==> src/rtl/spi_slave_mlf.sv <==
// SPI slave: oversamples SCLK/MOSI/CS_n in the i_clk domain, shifts bytes MSB-first, counts bytes per frame.
// Define SPI_SLAVE_MISO_TRISTATE_EN to release MISO (1'bz) outside an active frame for a shared bus.
module spi_slave_mlf #(
   parameter int          SPI_MODE         = 0,
   parameter int          MAX_BYTES_PER_CS = 2,
   parameter logic [7:0]  DEFAULT_TX_BYTE  = 8'hFF,
   localparam int         CW               = $clog2(MAX_BYTES_PER_CS + 1)
) (
   input  logic          i_clk,
   input  logic          i_rst,
   input  logic [7:0]    i_TX_Byte,
   input  logic          i_TX_DV,
   output logic          o_TX_Ready,
   output logic          o_TX_Underrun,
   output logic          o_RX_DV,
   output logic [7:0]    o_RX_Byte,
   output logic [CW-1:0] o_RX_count,
   input  logic          i_SPI_clk,
   input  logic          i_SPI_MOSI,
   output logic          o_SPI_MISO,
   input  logic          i_SPI_CS_n
);
   localparam bit CPOL = ((SPI_MODE / 2) % 2) == 1;
   localparam bit CPHA = (SPI_MODE % 2) == 1;

   typedef enum logic {IDLE, ACTIVE} state_t;
   state_t r_state, w_state_next;

   logic [2:0]    r_sclk_sync, r_csn_sync;
   logic [1:0]    r_mosi_sync;
   logic [7:0]    r_rx_shreg, r_tx_shreg, r_rx_byte, r_hold_byte;
   logic [2:0]    r_bit_cnt;
   logic [CW-1:0] r_rx_count;
   logic          r_rx_dv, r_tx_underrun, r_hold_full;
   logic          w_rise, w_fall, w_lead, w_trail, w_sample, w_shift;
   logic          w_cs_fall, w_cs_rise, w_byte_start;

   // CS_n sync resets low so a CS_n held low across reset never looks like a fresh fall
   always_ff @(posedge i_clk or posedge i_rst) begin
      if (i_rst) begin
         r_sclk_sync <= {3{CPOL}};
         r_csn_sync  <= '0;
         r_mosi_sync <= '0;
      end else begin
         r_sclk_sync <= {r_sclk_sync[1:0], i_SPI_clk};
         r_csn_sync  <= {r_csn_sync[1:0], i_SPI_CS_n};
         r_mosi_sync <= {r_mosi_sync[0], i_SPI_MOSI};
      end
   end

   assign w_rise       = r_sclk_sync[1] & ~r_sclk_sync[2];
   assign w_fall       = ~r_sclk_sync[1] & r_sclk_sync[2];
   assign w_lead       = CPOL ? w_fall : w_rise;
   assign w_trail      = CPOL ? w_rise : w_fall;
   assign w_sample     = CPHA ? w_trail : w_lead;
   assign w_shift      = CPHA ? w_lead : w_trail;
   assign w_cs_fall    = r_csn_sync[2] & ~r_csn_sync[1];
   assign w_cs_rise    = ~r_csn_sync[2] & r_csn_sync[1];
   assign w_byte_start = ((r_state == IDLE) && w_cs_fall) ||
                         ((r_state == ACTIVE) && w_sample && (r_bit_cnt == 3'd7));

   always_ff @(posedge i_clk or posedge i_rst) begin
      if (i_rst) r_state <= IDLE;
      else       r_state <= w_state_next;
   end

   always_comb begin
      w_state_next = r_state;
      case (r_state)
         IDLE:    if (w_cs_fall) w_state_next = ACTIVE;
         ACTIVE:  if (w_cs_rise) w_state_next = IDLE;
         default: w_state_next = IDLE;
      endcase
   end

   always_ff @(posedge i_clk or posedge i_rst) begin
      if (i_rst) begin
         r_rx_shreg    <= '0;
         r_tx_shreg    <= '0;
         r_rx_byte     <= '0;
         r_hold_byte   <= '0;
         r_bit_cnt     <= '0;
         r_rx_count    <= '0;
         r_rx_dv       <= 1'b0;
         r_tx_underrun <= 1'b0;
         r_hold_full   <= 1'b0;
      end else begin
         r_rx_dv       <= 1'b0;
         r_tx_underrun <= 1'b0;
         if (r_state == IDLE) begin
            r_bit_cnt  <= '0;
            r_rx_count <= '0;
         end else if (w_sample) begin
            r_rx_shreg <= {r_rx_shreg[6:0], r_mosi_sync[1]};
            r_bit_cnt  <= r_bit_cnt + 3'd1;
            if (r_bit_cnt == 3'd7) begin
               r_rx_byte <= {r_rx_shreg[6:0], r_mosi_sync[1]};
               r_rx_dv   <= 1'b1;
               if (r_rx_count != CW'(MAX_BYTES_PER_CS)) r_rx_count <= r_rx_count + CW'(1);
            end
         // The MSB is already on the line at byte start, so the first shift edge of a byte is skipped
         end else if (w_shift && (r_bit_cnt != 3'd0)) begin
            r_tx_shreg <= {r_tx_shreg[6:0], 1'b0};
         end
         if (w_byte_start) begin
            if (r_hold_full) begin
               r_tx_shreg  <= r_hold_byte;
               r_hold_full <= 1'b0;
            end else begin
               r_tx_shreg    <= DEFAULT_TX_BYTE;
               r_tx_underrun <= 1'b1;
            end
         end
         if (i_TX_DV && !r_hold_full) begin
            r_hold_byte <= i_TX_Byte;
            r_hold_full <= 1'b1;
         end
      end
   end

   assign o_TX_Ready    = ~r_hold_full;
   assign o_TX_Underrun = r_tx_underrun;
   assign o_RX_DV       = r_rx_dv;
   assign o_RX_Byte     = r_rx_byte;
   assign o_RX_count    = r_rx_count;

`ifdef SPI_SLAVE_MISO_TRISTATE_EN
   assign o_SPI_MISO = (i_rst || r_csn_sync[1] || (r_state != ACTIVE)) ? 1'bz : r_tx_shreg[7];
`else
   assign o_SPI_MISO = r_tx_shreg[7];
`endif
endmodule

==> config.mk <==
export PLATFORM = sky130hd
export DESIGN_NAME = spi_slave_mlf
export DESIGN_NICKNAME = d
export VERILOG_FILES = /design/src/rtl/spi_slave_mlf.sv
export SDC_FILE = /design/constraint.sdc
export NUM_CORES = 1
export LEC_CHECK = 0
export CORE_MARGIN = 1.5
export CORE_UTILIZATION = 53
export CTS_CLUSTER_SIZE = 40
export DETAILED_ROUTE_END_ITERATION = 6
export PLACE_DENSITY = 0.78
export SETUP_SLACK_MARGIN = 0.02
export SLEW_MARGIN = 25
export SYNTH_ARGS = -nofsm -noshare
export SYNTH_HDL_FRONTEND = slang
export SYNTH_SLANG_ARGS = --single-unit
==> constraint.sdc <==
create_clock -name i_clk -period 2.3 [get_ports i_clk]
set_clock_uncertainty 0.2 [all_clocks]
set_input_delay 0.23 -clock i_clk [delete_from_list [all_inputs] [get_ports i_clk]]
set_output_delay 0.23 -clock i_clk [all_outputs]
set_load 0.02 [all_outputs]
==> summary.md <==
| Metric | Value |
|---|---|
| Largest net degree at the start of global routing | 28 |
| Cells after Synth | 149 |
| Grt ovf | 0 |
| Register area share after synthesis | 60.5% |
| Leakage | 1.04 nW |
| Commonest cells after routing, fill and taps aside | 48 x dfrtp_1, 27 x clkdlybuf4s50_1, 23 x mux2_2 |
| Worst-Margin Slew | 763 ps |
| Final min period | 1990 ps |
| Synth Warn # | 0 |
| Slew HR | 49.0% |
| Highest clock rate | 503 MHz |
| Pwr Total | 0.00223 W |
| Crit start category | flip-flop |
| Mapped Area | 1990 um^2 |
| Peak VDD IR | 526 uV |
| Syn avg cell area | 13.3 um^2 |
| CP endpoint kind | flip-flop |
| TritonRoute pass-1 iters | 4 |
| Max stage delay on crit path | 660 ps |
| Total CTS buffers | 5 |
| Global-route wire length before repair | 6.21 mm |
| Post-route clock period utilization | 86.5% |
| PwrDens | 927 nW/um^2 |
| Antenna violations before repair | 0 |
| DRT antenna net count | 0 |
| Final hold vios | 0 |
| CTS root buf | clkbuf_8 |
| Hold bufs inserted after CTS | 0 |
| Critical Path AT | 2010 ps |
| Critical-path top delay cell | or4b_2 |
| Drt drc | 0 |
| Kind of critical path | flip-flop to flip-flop |
| Post-DP HPWL | 2.51 mm |
| Setup repair bufs after CTS | 0 |
| Unique masters post-synth | 28 |
| Placement-stage cell area | 2290 um^2 |
| Area delta synth->final | 21.0% |
| Clock sinks | 48 |
| Avg Vias per Cell | 5.47 |
| Worst Setup Slack, final | 310 ps |
| H-tree depth | 2 |
| I/O pin total | 28 |
| Final #Nets | 195 |
| CTS tree | yes |
| Post-CTS sizing | 0 |
| Share of cells above drive strength 1 | 20.8% |
| RePlAce Congestion | 0.767 |
| Final WL | 3.50 mm |
| Antenna diode count | 0 |
| Row cnt | 22 |
| WP data required | 2320 ps |
| CP Max Fanout | 14 |
| Yosys reg bits | 48 |
| Setup TNS Final | 0 ps |
| Deepest clock path buffer count | 2 |
| Vias in the first global route | 1333 |
| Drt wl/cell | 15.5 um |
| Commonest non-fill, non-tap cell in the layout | dfrtp_1 |
| Via count | 1236 |
| GRT Util Overall | 19.7% |
| Initial core utilization | 54.6% |
| Final setup violation count | 0 |
| Die area | 4120 um^2 |
| RSZ-0062 raised after global routing | false |
| Max Cap Violations | 0 |
| Mapped Nets | 167 |
| Initial DRC Count | 84 |
| Final-report max-slew violation count | 0 |
| Setup Slack @ Placement | 335 ps |
| Port Buffers | 27 |
| Die height | 64.2 um |
| Clock transition at the registers of the reported paths | 80 ps |
| Die X | 64.2 um |
| HP Class | primary input to async pin |
| Status | finished, final reports clean |
| Core Footprint | 3630 um^2 |
| CP cell instances | inv_1, ha_1, nor2b_1, or4b_2, a31oi_1 |
| Skew-Pair Late Insertion Delay | 290 ps |
| Fin area | 2400 um^2 |
[worst max-delay path, delay by kind of cell, from the launching register on]
kind	cells	cell delay, ps
DFF	1	400
buffers and inverters	1	60
AOI/OAI and AO/OA	1	170
adders and majority gates	1	180
and+or+nand+nor	2	910
[synthesized netlist by cell type (all sizes together)]
| library cell | instances | area (um^2) |
|---|---|---|
| or3 | 6 | 37.5 |
| nor2b | 3 | 18.8 |
| dfrtp | 48 | 1200 |
| a21o | 1 | 7.51 |
| inv | 7 | 26.3 |
| nor2 | 6 | 22.5 |
| a311o | 1 | 10.0 |
| nand2b | 1 | 6.26 |
| nand2 | 6 | 22.5 |
| or3b | 1 | 8.76 |
| or4b | 1 | 10.0 |
| a211oi | 7 | 52.6 |
| and2 | 1 | 8.76 |
| a31oi | 6 | 37.5 |
| a31o | 1 | 8.76 |
| maj3 | 1 | 10.0 |
| o31ai | 6 | 45.0 |
| clkbuf | 6 | 22.5 |
| ha | 4 | 50.1 |
| a2bb2oi | 2 | 17.5 |
| mux2 | 23 | 259 |
| nor4b | 1 | 8.76 |
| mux2i | 2 | 20.0 |
| nand4b | 1 | 8.76 |
| clkinv | 1 | 3.75 |
| nor4bb | 1 | 10.0 |
| buf | 3 | 33.8 |
| xnor2 | 2 | 17.5 |
[logic make-up after synthesis]
kind of cell | Yosys count | share of synthesized area (%)
compound gates | 24 | 9.01
flops | 48 | 60.5
buf+inv | 17 | 4.35
fa+ha+maj | 5 | 3.02
simple gates | 28 | 8.19
mux | 25 | 14.1
xor+xnor | 2 | 0.882
[flip-flops by register name, indices dropped and copies added (netlist names)]
| name | count |
|---|---|
| o_RX_Byte | 8 |
| o_RX_DV | 1 |
| o_RX_count | 2 |
| o_TX_Underrun | 1 |
| r_bit_cnt | 3 |
| r_csn_sync | 3 |
| r_hold_byte | 8 |
| r_hold_full | 1 |
| r_mosi_sync | 2 |
| r_rx_shreg | 7 |
| r_sclk_sync | 3 |
| r_state | 1 |
| r_tx_shreg | 8 |
[routing by layer]
metal  vias to the layer above  global-route usage [%]  routed length, um
li1                        583                       -                  -
met5                         -                       0                  0
met4                         0                    4.79                 16
met3                         2                    4.75                128
met2                        28                    34.5               1820
met1                       623                    24.6               1540
[path summary, 6_finish.rpt]
check                               start             end  slack (ps)  depth (start not counted)
max                          r_bit_cnt[0]   r_tx_shreg[7]         310                          5
min                                 i_rst   o_RX_count[0]         110                          2
max reg2reg                  r_bit_cnt[0]   r_tx_shreg[7]         310                          5
min reg2reg                r_sclk_sync[0]  r_sclk_sync[1]         160                          0
max in group asynchronous           i_rst  r_hold_byte[0]        1290                          3
min in group i_clk         r_sclk_sync[0]  r_sclk_sync[1]         160                          0
[report_power, final]
part / internal (W) / total (W) / switching, W
Clock: 0.000323 / 0.000584 / 0.000262
Sequential: 0.00105 / 0.00120 / 0.000144
Combinational: 0.000257 / 0.000445 / 0.000188
[cell type report]
type / instances / area [um^2]
clock buffers: 6 / 72.6
fillers: 311 / 1230
inverters: 8 / 30.0
repair buffers: 30 / 305
flip-flops and latches: 48 / 1200
clock inverters: 2 / 35.0
well taps: 48 / 60.1
multi-input cells: 84 / 698
[through the flow]
step / util (%) / hold slack [ps] / instances
2_1_floorplan: - / 61.4 / 149
3_3_place_gp: 63.2 / 132 / 218
3_5_place_dp: 63.2 / 142 / 218
4_1_cts: 66.1 / 123 / 226
5_1_grt: 66.1 / 164 / 226
6_report: 66.1 / 107 / 226
Note: power is estimated with default switching activity, not from simulation.
